<file path="src/rtl/key_entry_ctrl_if.sv">
// Interface between the keypad scanner / downstream unit and key_entry_ctrl.
// Optional macro KEY_ECHO_EN adds the ASCII echo lines for the UART transmitter.
interface key_entry_ctrl_if #(
  parameter int DIGITS = 4
);
  logic                  IN_key;
  logic [3:0]            IN_value;
  logic                  IN_ack;
  logic [4*DIGITS-1:0]   OUT_a;
  logic [4*DIGITS-1:0]   OUT_b;
  logic                  OUT_op;
  logic                  OUT_req;
  logic                  OUT_evt;
  logic [3:0]            OUT_code;
  logic [1:0]            OUT_state;
`ifdef KEY_ECHO_EN
  logic [7:0]            OUT_echo;
  logic                  OUT_echo_vld;
`endif

  // Scanner/downstream side: drives key inputs and ack, observes results.
  modport master (
    output IN_key, IN_value, IN_ack,
    input  OUT_a, OUT_b, OUT_op, OUT_req, OUT_evt, OUT_code, OUT_state
`ifdef KEY_ECHO_EN
    , input OUT_echo, OUT_echo_vld
`endif
  );

  // Controller side.
  modport slave (
    input  IN_key, IN_value, IN_ack,
    output OUT_a, OUT_b, OUT_op, OUT_req, OUT_evt, OUT_code, OUT_state
`ifdef KEY_ECHO_EN
    , output OUT_echo, OUT_echo_vld
`endif
  );
endinterface

</file>
<file path="src/rtl/key_entry_ctrl.sv">
// Keypad entry sequencer: debounces scanner key levels into single press
// events, assembles two BCD operands plus an operator, and hands the finished
// expression downstream with a req/ack handshake.
// Optional macro KEY_ECHO_EN adds an ASCII echo of each press.
module key_entry_ctrl #(
  parameter int DIGITS     = 4,
  parameter int STABLE_CYC = 4
) (
  input  logic          IN_clk,
  input  logic          IN_rst_n,
  key_entry_ctrl_if.slave bus
);
  localparam int W  = 4 * DIGITS;
  localparam int CW = $clog2(DIGITS + 1);
  localparam int SW = $clog2(STABLE_CYC + 1);

  localparam logic [3:0] CODE_ADD = 4'd10;
  localparam logic [3:0] CODE_SUB = 4'd11;
  localparam logic [3:0] CODE_CLR = 4'd14;
  localparam logic [3:0] CODE_EQ  = 4'd15;

  typedef enum logic [1:0] {
    ENTER_A = 2'd0,
    ENTER_B = 2'd1,
    REQ     = 2'd2
  } state_t;

  logic [3:0]    cand;
  logic [SW-1:0] stable_cnt;
  logic          armed;
  logic          evt_q;
  logic [3:0]    code_q;

  state_t        state;
  logic [W-1:0]  a_q, b_q;
  logic [CW-1:0] cnt_a, cnt_b;
  logic          op_q, req_q;

  logic accept;
  logic is_digit;
  logic clear_all;

  // A press is accepted on the edge where a stable code reaches STABLE_CYC.
  assign accept   = bus.IN_key && (bus.IN_value == cand) && armed &&
                    (stable_cnt == SW'(STABLE_CYC - 1));
  assign is_digit = (cand <= 4'd9);

  // Clearing has one source of truth: 'C' outside REQ, or ack inside REQ.
  // Ack beats a same-edge key because keys are ignored in REQ anyway.
  assign clear_all = (state == REQ) ? bus.IN_ack
                                    : (accept && cand == CODE_CLR);

  // Debounce: track candidate code, count stable cycles, one event per hold.
  // NOTE: sequential state uses non-blocking (<=) so every register samples
  // pre-edge values; blocking here would create order-dependent races.
  always_ff @(posedge IN_clk or negedge IN_rst_n) begin
    if (!IN_rst_n) begin
      cand       <= 4'd0;
      stable_cnt <= '0;
      armed      <= 1'b1;
      evt_q      <= 1'b0;
      code_q     <= 4'd0;
    end else begin
      evt_q <= accept;
      if (accept) begin
        armed  <= 1'b0;
        code_q <= cand;
      end
      if (!bus.IN_key) begin
        stable_cnt <= '0;
        armed      <= 1'b1;
      end else if (bus.IN_value != cand) begin
        cand       <= bus.IN_value;
        stable_cnt <= SW'(1);
      end else if (stable_cnt != SW'(STABLE_CYC)) begin
        stable_cnt <= stable_cnt + SW'(1);
      end
    end
  end

  // Operand/operator FSM acting on accepted presses; encoding 3 recovers to ENTER_A.
  always_ff @(posedge IN_clk or negedge IN_rst_n) begin
    if (!IN_rst_n) begin
      state <= ENTER_A;
      a_q   <= '0;
      b_q   <= '0;
      cnt_a <= '0;
      cnt_b <= '0;
      op_q  <= 1'b0;
      req_q <= 1'b0;
    end else if (clear_all) begin
      state <= ENTER_A;
      a_q   <= '0;
      b_q   <= '0;
      cnt_a <= '0;
      cnt_b <= '0;
      op_q  <= 1'b0;
      req_q <= 1'b0;
    end else begin
      case (state)
        ENTER_B: begin
          if (accept) begin
            if (is_digit) begin
              if (cnt_b < CW'(DIGITS)) begin
                b_q   <= {b_q[W-5:0], cand};
                cnt_b <= cnt_b + CW'(1);
              end
            end else if (cand == CODE_ADD || cand == CODE_SUB) begin
              if (cnt_b == '0) op_q <= (cand == CODE_SUB);
            end else if (cand == CODE_EQ) begin
              if (cnt_b != '0) begin
                req_q <= 1'b1;
                state <= REQ;
              end
            end
          end
        end
        REQ: begin
          // Operands frozen until ack (handled by clear_all).
        end
        default: begin
          state <= ENTER_A;
          if (accept) begin
            if (is_digit) begin
              if (cnt_a < CW'(DIGITS)) begin
                a_q   <= {a_q[W-5:0], cand};
                cnt_a <= cnt_a + CW'(1);
              end
            end else if (cand == CODE_ADD || cand == CODE_SUB) begin
              if (cnt_a != '0) begin
                op_q  <= (cand == CODE_SUB);
                state <= ENTER_B;
              end
            end
          end
        end
      endcase
    end
  end

  assign bus.OUT_a     = a_q;
  assign bus.OUT_b     = b_q;
  assign bus.OUT_op    = op_q;
  assign bus.OUT_req   = req_q;
  assign bus.OUT_evt   = evt_q;
  assign bus.OUT_code  = code_q;
  assign bus.OUT_state = (state == REQ || state == ENTER_B) ? state : ENTER_A;

`ifdef KEY_ECHO_EN
  logic [7:0] echo_q;
  logic       echo_vld_q;
  logic [7:0] echo_char;

  // Map the candidate code to its ASCII character.
  // NOTE: always_comb outputs get a default first so no path infers a latch.
  always_comb begin
    echo_char = 8'h00;
    case (cand)
      CODE_ADD: echo_char = 8'h2B;
      CODE_SUB: echo_char = 8'h2D;
      CODE_CLR: echo_char = 8'h43;
      CODE_EQ:  echo_char = 8'h3D;
      default:  if (is_digit) echo_char = 8'h30 + {4'd0, cand};
    endcase
  end

  // Echo every accepted press except the unused codes 12/13.
  always_ff @(posedge IN_clk or negedge IN_rst_n) begin
    if (!IN_rst_n) begin
      echo_q     <= 8'h00;
      echo_vld_q <= 1'b0;
    end else begin
      echo_vld_q <= accept && (cand != 4'd12) && (cand != 4'd13);
      if (accept && cand != 4'd12 && cand != 4'd13) echo_q <= echo_char;
    end
  end

  assign bus.OUT_echo     = echo_q;
  assign bus.OUT_echo_vld = echo_vld_q;
`endif
endmodule
</file>
<file path="src/flat_wrapper.sv">
// flat-port wrapper written by rule: the top's interface ports become plain ports
module key_entry_ctrl_flat 
#(
  parameter int DIGITS     = 4,
  parameter int STABLE_CYC = 4
)
  (IN_clk, IN_rst_n, bus_IN_key, bus_IN_value, bus_IN_ack, bus_OUT_a, bus_OUT_b, bus_OUT_op, bus_OUT_req, bus_OUT_evt, bus_OUT_code, bus_OUT_state);
  key_entry_ctrl_if #(.DIGITS(DIGITS)) bus_i ();
  input  logic IN_clk;
  input  logic IN_rst_n;
  input wire logic [$bits(bus_i.IN_key)-1:0] bus_IN_key;
  input wire logic [$bits(bus_i.IN_value)-1:0] bus_IN_value;
  input wire logic [$bits(bus_i.IN_ack)-1:0] bus_IN_ack;
  output wire logic [$bits(bus_i.OUT_a)-1:0] bus_OUT_a;
  output wire logic [$bits(bus_i.OUT_b)-1:0] bus_OUT_b;
  output wire logic [$bits(bus_i.OUT_op)-1:0] bus_OUT_op;
  output wire logic [$bits(bus_i.OUT_req)-1:0] bus_OUT_req;
  output wire logic [$bits(bus_i.OUT_evt)-1:0] bus_OUT_evt;
  output wire logic [$bits(bus_i.OUT_code)-1:0] bus_OUT_code;
  output wire logic [$bits(bus_i.OUT_state)-1:0] bus_OUT_state;
  assign bus_i.IN_key = bus_IN_key;
  assign bus_i.IN_value = bus_IN_value;
  assign bus_i.IN_ack = bus_IN_ack;
  assign bus_OUT_a = bus_i.OUT_a;
  assign bus_OUT_b = bus_i.OUT_b;
  assign bus_OUT_op = bus_i.OUT_op;
  assign bus_OUT_req = bus_i.OUT_req;
  assign bus_OUT_evt = bus_i.OUT_evt;
  assign bus_OUT_code = bus_i.OUT_code;
  assign bus_OUT_state = bus_i.OUT_state;
  key_entry_ctrl #(.DIGITS(DIGITS), .STABLE_CYC(STABLE_CYC)) u_core (.IN_clk(IN_clk), .IN_rst_n(IN_rst_n), .bus(bus_i));
endmodule
</file>
<file path="config.mk">
export PLATFORM = sky130hd
export DESIGN_NAME = key_entry_ctrl_flat
export DESIGN_NICKNAME = d
export VERILOG_FILES = /design/src/rtl/key_entry_ctrl_if.sv /design/src/rtl/key_entry_ctrl.sv /design/src/flat_wrapper.sv
export SDC_FILE = /design/constraint.sdc
export NUM_CORES = 1
export LEC_CHECK = 0
export BUFFER_PORTS_ARGS = -buffer_cell sky130_fd_sc_hd__buf_2
export CORE_ASPECT_RATIO = 2
export CORE_MARGIN = 3
export CORE_UTILIZATION = 59
export CTS_CLUSTER_DIAMETER = 50
export DETAILED_ROUTE_END_ITERATION = 16
export PLACE_DENSITY = 0.89
export SYNTH_ARGS = -nofsm -noshare
export SYNTH_HDL_FRONTEND = slang
export SYNTH_SLANG_ARGS = --single-unit
</file>
<file path="constraint.sdc">
create_clock -name IN_clk -period 3.6 [get_ports IN_clk]
set_input_delay 0.36 -clock IN_clk [delete_from_list [all_inputs] [get_ports IN_clk]]
set_output_delay 0.36 -clock IN_clk [all_outputs]
set_load 0.01 [all_outputs]
</file>
# Word-level counts from Yosys, hierarchy flattened

Cells that the tools add are included.
W data, S select, Z words.

Register bits after elaboration: 55
Logic and storage cells: 120

$add $sub $neg: 3
$lt $le $gt $ge: 3
Equal/unequal tests: 22
Muxes and demuxes: 55
Reduce and logical (&&, ||, !) cells: 25

Operator list:

| operator              | number |
|---|---|
| $mux W16              | 10 |
| $mux W3               | 13 |
| $mux W1               | 20 |
| $mux W2               | 10 |
| $reduce_and A6 Y1     | 3 |
| $eq A4 B4 Y1 const B  | 4 |
| $reduce_bool A2 Y1    | 8 |
| $ne A3 B1 Y1 const B  | 5 |
| $add A3 B1 Y3 const B | 3 |
| $reduce_bool A3 Y1    | 3 |
| $ne A2 B1 Y1 const B  | 4 |
| $reduce_and A4 Y1     | 2 |
| $lt A3 B3 Y1 const B  | 2 |
| $ne A3 B3 Y1 const B  | 2 |
| $eq A4 B4 Y1          | 1 |
| $le A4 B4 Y1 const B  | 1 |
| $logic_and A1 B1 Y1   | 4 |
| $ne A4 B4 Y1          | 1 |
| $pmux W2 S2           | 1 |
| $eq A3 B2 Y1 const B  | 1 |
| $logic_not A3 Y1      | 1 |
| $ne A3 B2 Y1 const B  | 1 |
| $eq A2 B1 Y1 const B  | 1 |
| $eq A2 B2 Y1 const B  | 1 |
| 5 further kinds       | 6 |

# Logic depth before layout (Yosys ltp)

Gate-level depths: netlist of the first run.

Depth after elaboration: 8
Mapped depth: 9

# Worst setup path before layout of the first run

No wires, ideal clock.

Path type: register to register
From: register u_core.stable_cnt[0]
To: register u_core.cnt_b[0]
Arrival time: 2.059 ns
Slack: 1.410 ns
Stages on the path, launching flop included: 10
Buffers on the path: 2
Period minus slack after synthesis: 2.190 ns
Path through: dfrtp_1 ha_1 ha_1 and2_1 or3b_1 or4_1 buf_6 buf_8 xnor2_1 nor2_1

Cells in the longest elaborated chain, start to end: 6

RTL lines:

| item                         | line                  | source |
|---|---|---|
| start: declaration           | key_entry_ctrl.sv:29  | `logic [SW-1:0] stable_cnt;` |
| start signal: assignment     | key_entry_ctrl.sv:76  | `stable_cnt <= stable_cnt + SW'(1);` |
| $eq A3 B2 Y1 *               | key_entry_ctrl.sv:45  | `(stable_cnt == SW'(STABLE_CYC - 1));` |
| $logic_and A1 B1 Y1 *        | key_entry_ctrl.sv:44  | `assign accept = bus.IN_key && (bus.IN_value == cand) && armed &&` |
| $logic_and A1 B1 Y1          | key_entry_ctrl.sv:51  | `: (accept && cand == CODE_CLR);` |
| $mux W1                      | key_entry_ctrl.sv:50  | `assign clear_all = (state == REQ) ? bus.IN_ack` |
| $reduce_bool A2 Y1 (no line) | -                     |  |
| $reduce_and A4 Y1 (no line)  | -                     |  |
| end signal: assignment       | key_entry_ctrl.sv:106 | `cnt_b <= cnt_b + CW'(1);` |
| end: declaration             | key_entry_ctrl.sv:36  | `logic [CW-1:0] cnt_a, cnt_b;` |

Mark *: on every way between the ends. The rest lies on a longest branch, timed or not.
A chain may end at the register's enable or synchronous reset.

# Final worst setup path of the first run

From: register u_core.stable_cnt[0]
To: register u_core.cnt_b[1]

The elaborated chain is that of the path after synthesis.

==> flow_summary.yaml, run 1 <==
status:
  status: "complete, no violations"
synth:
  ys_async_sr_fraction_pct: 100
  avgSynthCellArea_um2: 10.4
  ys.flop_type: "dfrtp_1"
  yosysMostFrequentCell: "dfrtp_1"
  synth_cell_types: 35
  mappedNetlistArea_um2: 2570
  synth_edf_count: 0
  synthCells: 248
  yosysWarnings: 0
  synth_top_area_share_pct: 52.6
  yosysTopAreaCell: "dfrtp_1"
  ys_ff_latch: 55
  yosys-top-cells-area: "dfrtp_1, mux2i_1, nand2_1"
  seq_area_frac_synth_pct: 53.6
  synth_fp_nets: 265
  yosys-top-cells-count: "dfrtp_1, nand2_1, nor2_1"
cells_and_area:
  nNetsFinal: 309
  diodes: 0
  drive_gt1_share_pct: 23.2
  area_growth_pct: 13.6
  fin_util_pct: 70.7
  final_area_um2: 2920
timing:
  rsz0062_at_grt: "false"
  tns_ns: 0
  period_share_pct: 73.1
  finalCriticalPeriod_ns: 2.63
  slew_violations: 0
  whs_ns: 0.324
  hold_viol_final: 0
  fmax_ghz: 0.380
  tightestPinTransition_ns: 0.969
  fin_skew_ns: 0.0115
  slew_headroom_pct: 35.4
  setup_violations: 0
critical_path:
  path_buf_inv: 0
  worstPathMaxFanout: 18
  cp_top_family: "simple AND/OR/NAND/NOR gates"
  slowest_stage: "or4_1"
  worst-path-stages: 7
  endpoint_kind: "flip-flop"
  required_ns: 3.80
  regToRegStartpoint: "u_core.stable_cnt[0]"
  cp-startpoint: "u_core.stable_cnt[0]"
  critPathKind: "reg2reg"
  rrSetupSlack_ns: 0.97
  start_kind: "flip-flop"
  crit_top_cell: "ha_1"
  ff2ff_path_depth: 7
  cp_data_arrival_time_ns: 2.83
  r2r-end: "u_core.cnt_b[1]"
  slowest_delay_ns: 0.93
  path_cells: "ha_1 > ha_1 > and2_1 > or3b_1 > or4_1 > mux2i_1 > nor2_1"
  critPathCapture: "u_core.cnt_b[1]"
clocking:
  post_cts_buffers: 0
  clkLatencyLatePin_ns: 0.32
  cts_buffer_depth: 2
  cts_buffers: 5
  cts_tree: "done"
  path_clk_slew_ns: 0.11
  cts-root-buf: "clkbuf_8"
  cts.htree.levels: 2
  clock_sinks: 55
  cts_resized: 0
run:
  maxCapViolCount: 0
floorplan:
  start_util_pct: 62.2
  io-pin-count: 49
  die_y_um: 99.3
  core-area_um2: 4130
  num_rows: 33
  die_x_um: 52.7
  die-area_um2: 5230
global_routing:
  overflow: 0
  grt_pass1_vias: 1928
  antenna_found_initial: 0
  gr-usage-all-layers_pct: 22.4
  grt_pass1_wl_um: 8780
  grt_max_degree: 40
route:
  vias: 1913
  detail_route.vias_per_cell: 5.54
  first_iter_violations: 24
  post-route-drc-count: 0
  ant_nets: 0
  post_drt_wl_per_cell_um: 15.1
  finalWirelength_um: 5190
  first_pass_iters: 4
power:
  p_leak_nw: 1.62
  peakVddDrop_mv: 0.373
  power_density_nw_per_um2: 361
placed_design:
  hpwl_um: 3790
  place_congestion: 0.924
  io_buffers: 48
  placed_area_um2: 2810
worst_hold_path:
  hp-class: "in2reg"
[layer usage]
| metal | part of all wire, % | track usage (%) | vias to the layer above |
|---|---|---|---|
| met4 | 1.5 | 7.87 | 0 |
| li1 | - | - | 916 |
| met3 | 3.7 | 4.50 | 7 |
| met5 | 0 | 0 | - |
| met2 | 57 | 40.3 | 38 |
| met1 | 38 | 24.9 | 952 |
[worst register-to-register path, cell delays in order (launching register included)]
cell and delay, ns:
dfrtp_1 0.39, ha_1 0.16, ha_1 0.15, and2_1 0.14, or3b_1 0.33, or4_1 0.93
mux2i_1 0.35, nor2_1 0.07
[power by group]
group	leakage (nW)	switching, mW	total, mW	internal (mW)
Sequential	0.743	0.0182	0.642	0.624
Clock	0.0467	0.213	0.358	0.144
Combinational	0.833	0.0333	0.0536	0.0203
[repair_timing]
item	4_1_cts	5_1_grt
setup endpoints to repair	0	0
hold buffers	1	0
endpoints found under the hold margin	18	0
[sequential cells by signal, indices dropped and copies added (netlist names)]
name                 count
u_core.bus.OUT_a        16
u_core.cnt_b             3
u_core.bus.OUT_b        16
u_core.stable_cnt        3
u_core.bus.OUT_evt       1
u_core.bus.OUT_code      4
u_core.armed             1
u_core.bus.OUT_req       1
u_core.cnt_a             3
u_core.state             2
u_core.cand              4
u_core.bus.OUT_op        1
[worst min path at each step]
stage | depth (start not counted) | slack (ns) | to | from
after CTS | 2 | 0.32 | u_core.cand[3] | bus_IN_value[3]
after global placement | 1 | 0.33 | u_core.cand[2] | IN_rst_n
final | 2 | 0.32 | u_core.cand[3] | bus_IN_value[3]
after detailed placement | 1 | 0.33 | u_core.cand[3] | IN_rst_n
after global routing | 2 | 0.33 | u_core.cand[0] | bus_IN_value[0]
after floorplan | 0 | 0.06 | u_core.bus.OUT_a[0] | IN_rst_n
[kinds of logic (layout without fill, tap and decap cells)]
| kind of cell | after synthesis | count (layout) | share of synthesized area, % |
|---|---|---|---|
| mux | 26 | 26 | 10.5 |
| fa+ha+maj | 9 | 9 | 4.38 |
| buf+inv | 26 | 71 | 5.11 |
| simple gates | 89 | 89 | 15.4 |
| compound gates | 34 | 34 | 7.89 |
| flops | 55 | 55 | 53.6 |
| xor+xnor | 9 | 9 | 3.07 |
[cell usage in the layout (no fill, tap or decap), types with 2 or more instances in the layout]
master    Yosys  layout
mux2i_1      18      18
nand2_1      40      40
xnor2_1       5       5
nand4_1       4       4
nor3_1        2       2
a21oi_1      22      22
buf_4         0       2
ha_1          9       9
mux2_2        8       8
xor2_1        4       4
inv_1        12      12
nor2b_1       4       4
dfrtp_1      54      54
a41oi_1       2       2
buf_2         6      48
or4_1         2       2
a211oi_1      2       2
nand3_1       6       6
o21ai_0       2       2
clkbuf_8      0       5
and3_1        2       2
nor2_1       24      24
[area by class of cell]
class / instances / area, um^2
Sequential cell: 55 / 1380
Fill cell: 330 / 1210
Multi-Input combinational cell: 167 / 1070
Timing Repair Buffer: 51 / 265
Clock buffer: 5 / 68.8
Tap cell: 52 / 65.1
Inverter: 12 / 45.0
Clock inverter: 3 / 27.5
[metrics by stage]
stage	power, mW	std cells	setup slack (ns)
global placement	0.705	336	1.07
finish	1.05	345	0.969
CTS	1.06	345	0.969
floorplan	0.680	248	1.41
detailed placement	0.707	336	0.970
global route	1.09	345	0.791
No activity file was read; power rests on OpenSTA's default activity.
==> inputs of run 2 (changes only) <==
--- a/config.mk
+++ b/config.mk
@@ -5,13 +5,14 @@
 export SDC_FILE = /design/constraint.sdc
 export NUM_CORES = 1
 export LEC_CHECK = 0
+export ABC_AREA = 1
 export BUFFER_PORTS_ARGS = -buffer_cell sky130_fd_sc_hd__buf_2
 export CORE_ASPECT_RATIO = 2
 export CORE_MARGIN = 3
-export CORE_UTILIZATION = 59
+export CORE_UTILIZATION = 55
 export CTS_CLUSTER_DIAMETER = 50
 export DETAILED_ROUTE_END_ITERATION = 16
-export PLACE_DENSITY = 0.89
+export PLACE_DENSITY = 0.84
 export SYNTH_ARGS = -nofsm -noshare
 export SYNTH_HDL_FRONTEND = slang
 export SYNTH_SLANG_ARGS = --single-unit
==> constraint.sdc (replaced) <==
create_clock -name IN_clk -period 2.5 [get_ports IN_clk]
set_input_delay 0.25 -clock IN_clk [delete_from_list [all_inputs] [get_ports IN_clk]]
set_output_delay 0.25 -clock IN_clk [all_outputs]
set_load 0.01 [all_outputs]
==> flow_summary.yaml, run 2 <==
status:
  status: "complete, no violations"
cells_and_area:
  diodes: 0
  area_growth_pct: 17.0
  final_common_cell: "nand2_1"
  nNetsFinal: 373
  fin_util_pct: 68.0
  drive_gt1_share_pct: 21.3
  final_cell_mix: "nand2_1, nand3_1, dfrtp_1, buf_2, inv_1"
synth:
  yosys-top-cells-area: "dfrtp_1, nand2_1, nand3_1"
  synth_fp_nets: 323
  yosysTopAreaCell: "dfrtp_1"
  synth_cell_types: 24
  synth_edf_count: 0
  yosysMostFrequentCell: "nand2_1"
  ys_async_sr_fraction_pct: 100
  synthCells: 306
  avgSynthCellArea_um2: 8.48
  ys_ff_latch: 55
  seq_area_frac_synth_pct: 53.1
  synth_top_area_share_pct: 52.1
  mappedNetlistArea_um2: 2590
  yosys-top-cells-count: "nand2_1, nand3_1, dfrtp_1"
  yosysWarnings: 0
  ys.flop_type: "dfrtp_1"
power:
  p_leak_nw: 1.79
  power_density_nw_per_um2: 555
  peakVddDrop_mv: 0.457
timing:
  rsz0062_at_grt: "false"
  period_share_pct: 87.3
  fin_skew_ns: 0.00659
  tightestPinTransition_ns: 0.627
  slew_headroom_pct: 57.7
  finalCriticalPeriod_ns: 2.18
  setup_violations: 0
  hold_viol_final: 0
  fmax_ghz: 0.458
  slew_violations: 0
  tns_ns: 0
floorplan:
  core-area_um2: 4470
  die_x_um: 54.6
  start_util_pct: 58.1
  io-pin-count: 49
  die-area_um2: 5630
  die_y_um: 103
  num_rows: 34
clocking:
  clock_sinks: 55
  cts_buffers: 5
  cts_tree: "done"
  clkLatencyLatePin_ns: 0.31
  cts_resized: 0
  path_clk_slew_ns: 0.10
  cts.htree.levels: 2
  cts-root-buf: "clkbuf_8"
  cts_buffer_depth: 2
global_routing:
  overflow: 0
  grt_pass1_vias: 2121
  grt_pass1_wl_um: 9440
  gr-usage-all-layers_pct: 22.9
  grt_max_degree: 34
  antenna_found_initial: 0
route:
  ant_nets: 0
  post-route-drc-count: 0
  first_iter_violations: 58
  finalWirelength_um: 5730
  post_drt_wl_per_cell_um: 13.9
  detail_route.vias_per_cell: 5.35
  first_pass_iters: 7
  vias: 2200
placed_design:
  io_buffers: 48
  hpwl_um: 4140
  place_congestion: 0.910
critical_path:
  required_ns: 2.68
  endpoint_kind: "flip-flop"
  cp-startpoint: "u_core.stable_cnt[0]"
  regToRegStartpoint: "u_core.stable_cnt[0]"
  critPathCapture: "u_core.cnt_b[1]"
  r2r-end: "u_core.cnt_b[1]"
  ff2ff_path_depth: 10
  cp_data_arrival_time_ns: 2.36
  rrSetupSlack_ns: 0.32
  worstPathMaxFanout: 17
  start_kind: "flip-flop"
  critPathKind: "reg2reg"
run:
  maxCapViolCount: 0
worst_hold_path:
  hp-class: "in2reg"
run 2: changes by cell type after synthesis, moves of 8 or more:
| cell | previous run | this run |
|---|---|---|
| a21oi_1 | 22 | 6 |
| inv_1 | 12 | 25 |
| mux2_2 | 8 | 0 |
| mux2i_1 | 18 | 0 |
| nand2_1 | 40 | 98 |
| nand3_1 | 6 | 57 |
| nor2_1 | 24 | 6 |
| o21ai_0 | 2 | 17 |
run 2: worst max-delay path: stages (launching register included):
cell and delay, ns:
dfrtp_1 0.42, ha_1 0.21, ha_1 0.18, nand2_1 0.18
inv_1 0.07, nand4_1 0.11, nand2_1 0.09, nand3_2 0.17
nand2_1 0.36, nand3_1 0.18, o21ai_0 0.09
run 2: cell families (layout without fill, tap and decap cells):
kind of cell	after synthesis	count (layout)	synth area share [%]
simple gates	176	176	31.1
flops	55	55	53.1
buf+inv	42	93	6.80
compound gates	24	24	4.73
fa+ha+maj	9	9	4.34
run 2: metal layers:
layer | share of wire (%) | GRT usage (%) | up-vias
met2 | 55 | 39.2 | 57
met3 | 3.8 | 3.47 | 16
li1 | - | - | 1087
met4 | 2.7 | 10.7 | 0
met5 | 0 | 0 | -
met1 | 38 | 26.9 | 1040
run 2: timing repair:
action	4_1_cts	5_1_grt
hold buffers	1	0
endpoints found under the hold margin	25	0
buffers inserted	0	0
run 2: worst min-delay path by stage:
stage / start / to / slack, ns / depth (start not counted)
after floorplan: IN_rst_n / u_core.bus.OUT_a[0] / -0.05 / 0
after CTS: bus_IN_value[3] / u_core.cand[3] / 0.22 / 3
after global placement: IN_rst_n / u_core.bus.OUT_code[1] / 0.30 / 1
final: bus_IN_value[1] / u_core.cand[1] / 0.22 / 3
after detailed placement: IN_rst_n / u_core.bus.OUT_code[2] / 0.30 / 1
after global routing: bus_IN_value[3] / u_core.cand[3] / 0.23 / 3
run 2: per-stage QoR:
step | cell area (um^2) | hold WS, ns | power, mW | setup slack, ns | cells
after global placement | 2910 | 0.299 | 1.07 | 0.455 | 402
after detailed placement | 2910 | 0.297 | 1.08 | 0.368 | 402
after global routing | 3040 | 0.233 | 1.75 | 0.0941 | 411
final | 3040 | 0.222 | 1.69 | 0.318 | 411
after CTS | 3040 | 0.219 | 1.70 | 0.334 | 411
after floorplan | 2590 | -0.0456 | 1.02 | 0.610 | 306
run 2: area by class of cell:
class | instances | area [um^2]
flip-flops and latches | 55 | 1380
repair buffers | 56 | 315
multi-input cells | 209 | 1050
clock buffers | 6 | 82.6
fillers | 385 | 1430
inverters | 29 | 109
well taps | 54 | 67.6
clock inverters | 2 | 38.8
run 2: power by group:
part	total (mW)	switching (mW)	internal (mW)
clock	0.625	0.296	0.330
sequential	0.936	0.0267	0.909
combinational	0.126	0.0872	0.0383
total	1.69	0.410	1.28
==> inputs of run 3 (changes only) <==
--- a/config.mk
+++ b/config.mk
@@ -7,12 +7,14 @@
 export LEC_CHECK = 0
 export ABC_AREA = 1
 export BUFFER_PORTS_ARGS = -buffer_cell sky130_fd_sc_hd__buf_2
+export CELL_PAD_IN_SITES_DETAIL_PLACEMENT = 0
+export CELL_PAD_IN_SITES_GLOBAL_PLACEMENT = 2
 export CORE_ASPECT_RATIO = 2
 export CORE_MARGIN = 3
-export CORE_UTILIZATION = 55
+export CORE_UTILIZATION = 32
 export CTS_CLUSTER_DIAMETER = 50
 export DETAILED_ROUTE_END_ITERATION = 16
-export PLACE_DENSITY = 0.84
+export PLACE_DENSITY = 0.83
 export SYNTH_ARGS = -nofsm -noshare
 export SYNTH_HDL_FRONTEND = slang
 export SYNTH_SLANG_ARGS = --single-unit
==> constraint.sdc (replaced) <==
create_clock -name IN_clk -period 2.5 [get_ports IN_clk]
set_input_delay 0.125 -clock IN_clk [delete_from_list [all_inputs] [get_ports IN_clk]]
set_output_delay 0.125 -clock IN_clk [all_outputs]
set_load 0.01 [all_outputs]
==> flow_summary.yaml, run 3 (synthesized netlist as in run 2, its figures left out) <==
status:
  status: "complete, no violations"
worst_hold_path:
  min_path_cells: 3
  whs_endpoint: "u_core.cand[0]"
  hp-class: "in2reg"
  hold_start: "bus_IN_value[0]"
cells_and_area:
  area_growth_pct: 19.6
  num-fill-cells: 788
  nNetsFinal: 372
  final_common_cell: "nand2_1"
  drive_gt1_share_pct: 20.8
  diodes: 0
  final_cell_mix: "nand2_1, nand3_1, dfrtp_1, buf_2, inv_1"
timing:
  slew_violations: 0
  setup_violations: 0
  tns_ns: 0
  rsz0062_at_grt: "false"
  slew_headroom_pct: 53.0
  finalCriticalPeriod_ns: 2.23
  fin_skew_ns: 0.00599
  fmax_ghz: 0.448
  hold_viol_final: 0
  period_share_pct: 89.3
  tightestPinTransition_ns: 0.705
  worst_slack_ns: 0.266
power:
  peakVddDrop_mv: 0.360
  p_leak_nw: 1.79
  switchingPower_uw: 444
  combinationalPowerShare_pct: 6.9
  clkPwrFrac_pct: 39.9
  power_density_nw_per_um2: 569
  p_total_mw: 1.77
  p_int_mw: 1.32
  pwr-share-seq_pct: 53.1
  swShare_pct: 25.1
critical_path:
  worstPathMaxFanout: 17
  r2r-end: "u_core.cnt_b[0]"
  cp_data_arrival_time_ns: 2.45
  worst-path-stages: 10
  regToRegStartpoint: "u_core.cand[2]"
  slowest_delay_ns: 0.50
  critPathKind: "reg2reg"
  required_ns: 2.71
  rrSetupSlack_ns: 0.27
  ff2ff_path_depth: 10
  start_kind: "flip-flop"
  path_cells: "inv_2 > nor3_1 > nand2_1 > inv_1 > nor2_1 > inv_1 > nand3_2 > nand2_1 > nand3_1 > o21ai_0"
  endpoint_kind: "flip-flop"
  slowest_stage: "dfrtp_1"
  cp_top_family: "simple AND/OR/NAND/NOR gates"
  path_buf_inv: 3
clocking:
  post_cts_buffers: 0
  cts_tree: "done"
  clkLatencyLatePin_ns: 0.30
  cts.htree.levels: 2
  cts_buffer_depth: 2
  clock_sinks: 55
  path_clk_slew_ns: 0.07
  cts_buffers: 5
  cts-root-buf: "clkbuf_16"
global_routing:
  overflow: 0
  grt_pass1_vias: 2027
  grt_pass1_wl_um: 10300
  antenna_found_initial: 0
  gr-usage-all-layers_pct: 14.0
  grt_max_degree: 56
route:
  wl_met2_um: 3300
  post_drt_wl_per_cell_um: 13.6
  first_iter_violations: 100
  finalWirelength_um: 6120
  post-route-drc-count: 0
  vias: 2121
  detail_route.vias_per_cell: 4.71
  dr_wl_met3_um: 195
  first_pass_iters: 5
  routed.top_layer: "met4"
  ant_nets: 0
  drt-met1-wl_um: 2510
floorplan:
  die_x_um: 69.7
  die-area_um2: 9290
  die_y_um: 133
  core-area_um2: 7710
  start_util_pct: 33.6
  io-pin-count: 49
  num_rows: 45
placed_design:
  dpl_worst_slack_ns: 0.230
  hpwl_um: 4410
  place_congestion: 0.776
  io_buffers: 48
run:
  maxCapViolCount: 0
[run 3: timing repair]
| item | CTS | global route |
|---|---|---|
| endpoints found under the setup margin | 0 | 0 |
| gates resized for setup | 0 | 0 |
| hold endpoints to repair | 1 | 0 |
| hold buffers | 1 | 0 |
[run 3: power groups by stage]
stage	Combinational (mW)	Clock (mW)	Sequential, mW
2_1_floorplan	0.0730	0	0.947
3_3_place_gp	0.124	0	0.956
3_5_place_dp	0.126	0	0.957
4_1_cts	0.128	0.732	0.939
5_1_grt	0.143	0.761	0.942
6_report	0.123	0.706	0.939
[run 3: through the flow]
| stage | hold WS, ns | util, % | instance area, um^2 | cells |
|---|---|---|---|---|
| floorplan | -0.171 | - | 2590 | 306 |
| global placement | 0.290 | 38.2 | 2950 | 441 |
| detailed placement | 0.320 | 38.2 | 2950 | 441 |
| CTS | 0.102 | 40.2 | 3100 | 450 |
| global route | 0.123 | 40.2 | 3100 | 450 |
| finish | 0.105 | 40.2 | 3100 | 450 |
[run 3: layout make-up]
class	instances	area, um^2	share of cell area, %
inverters	29	109	3.51
clock inverters	2	16.3	0.524
multi-input cells	209	1050	33.7
flip-flops and latches	55	1380	44.4
well taps	94	118	3.79
clock buffers	6	129	4.15
repair buffers	55	308	9.92
[run 3: worst max-delay path by stage]
stage / start / to / slack, ns
floorplan: u_core.state[0] / u_core.bus.OUT_a[10] / 0.61
global placement: u_core.cand[2] / u_core.cnt_b[1] / 0.28
detailed placement: u_core.cand[3] / u_core.cnt_b[0] / 0.23
CTS: u_core.cand[3] / u_core.cnt_b[0] / 0.21
global route: u_core.cand[2] / u_core.bus.OUT_b[5] / 0.002
finish: u_core.cand[2] / u_core.cnt_b[0] / 0.27
[run 3: per-layer routing]
layer  track usage (%)  vias to the layer above
li1                  -                     1088
met2              24.7                       33
met1              16.6                      993
met4              5.44                        0
met5                 0                        -
met3              2.79                        7
[run 3: worst min-delay path: stages]
cell and delay, ns:
buf_2 0.10, inv_1 0.06, o21ai_0 0.07
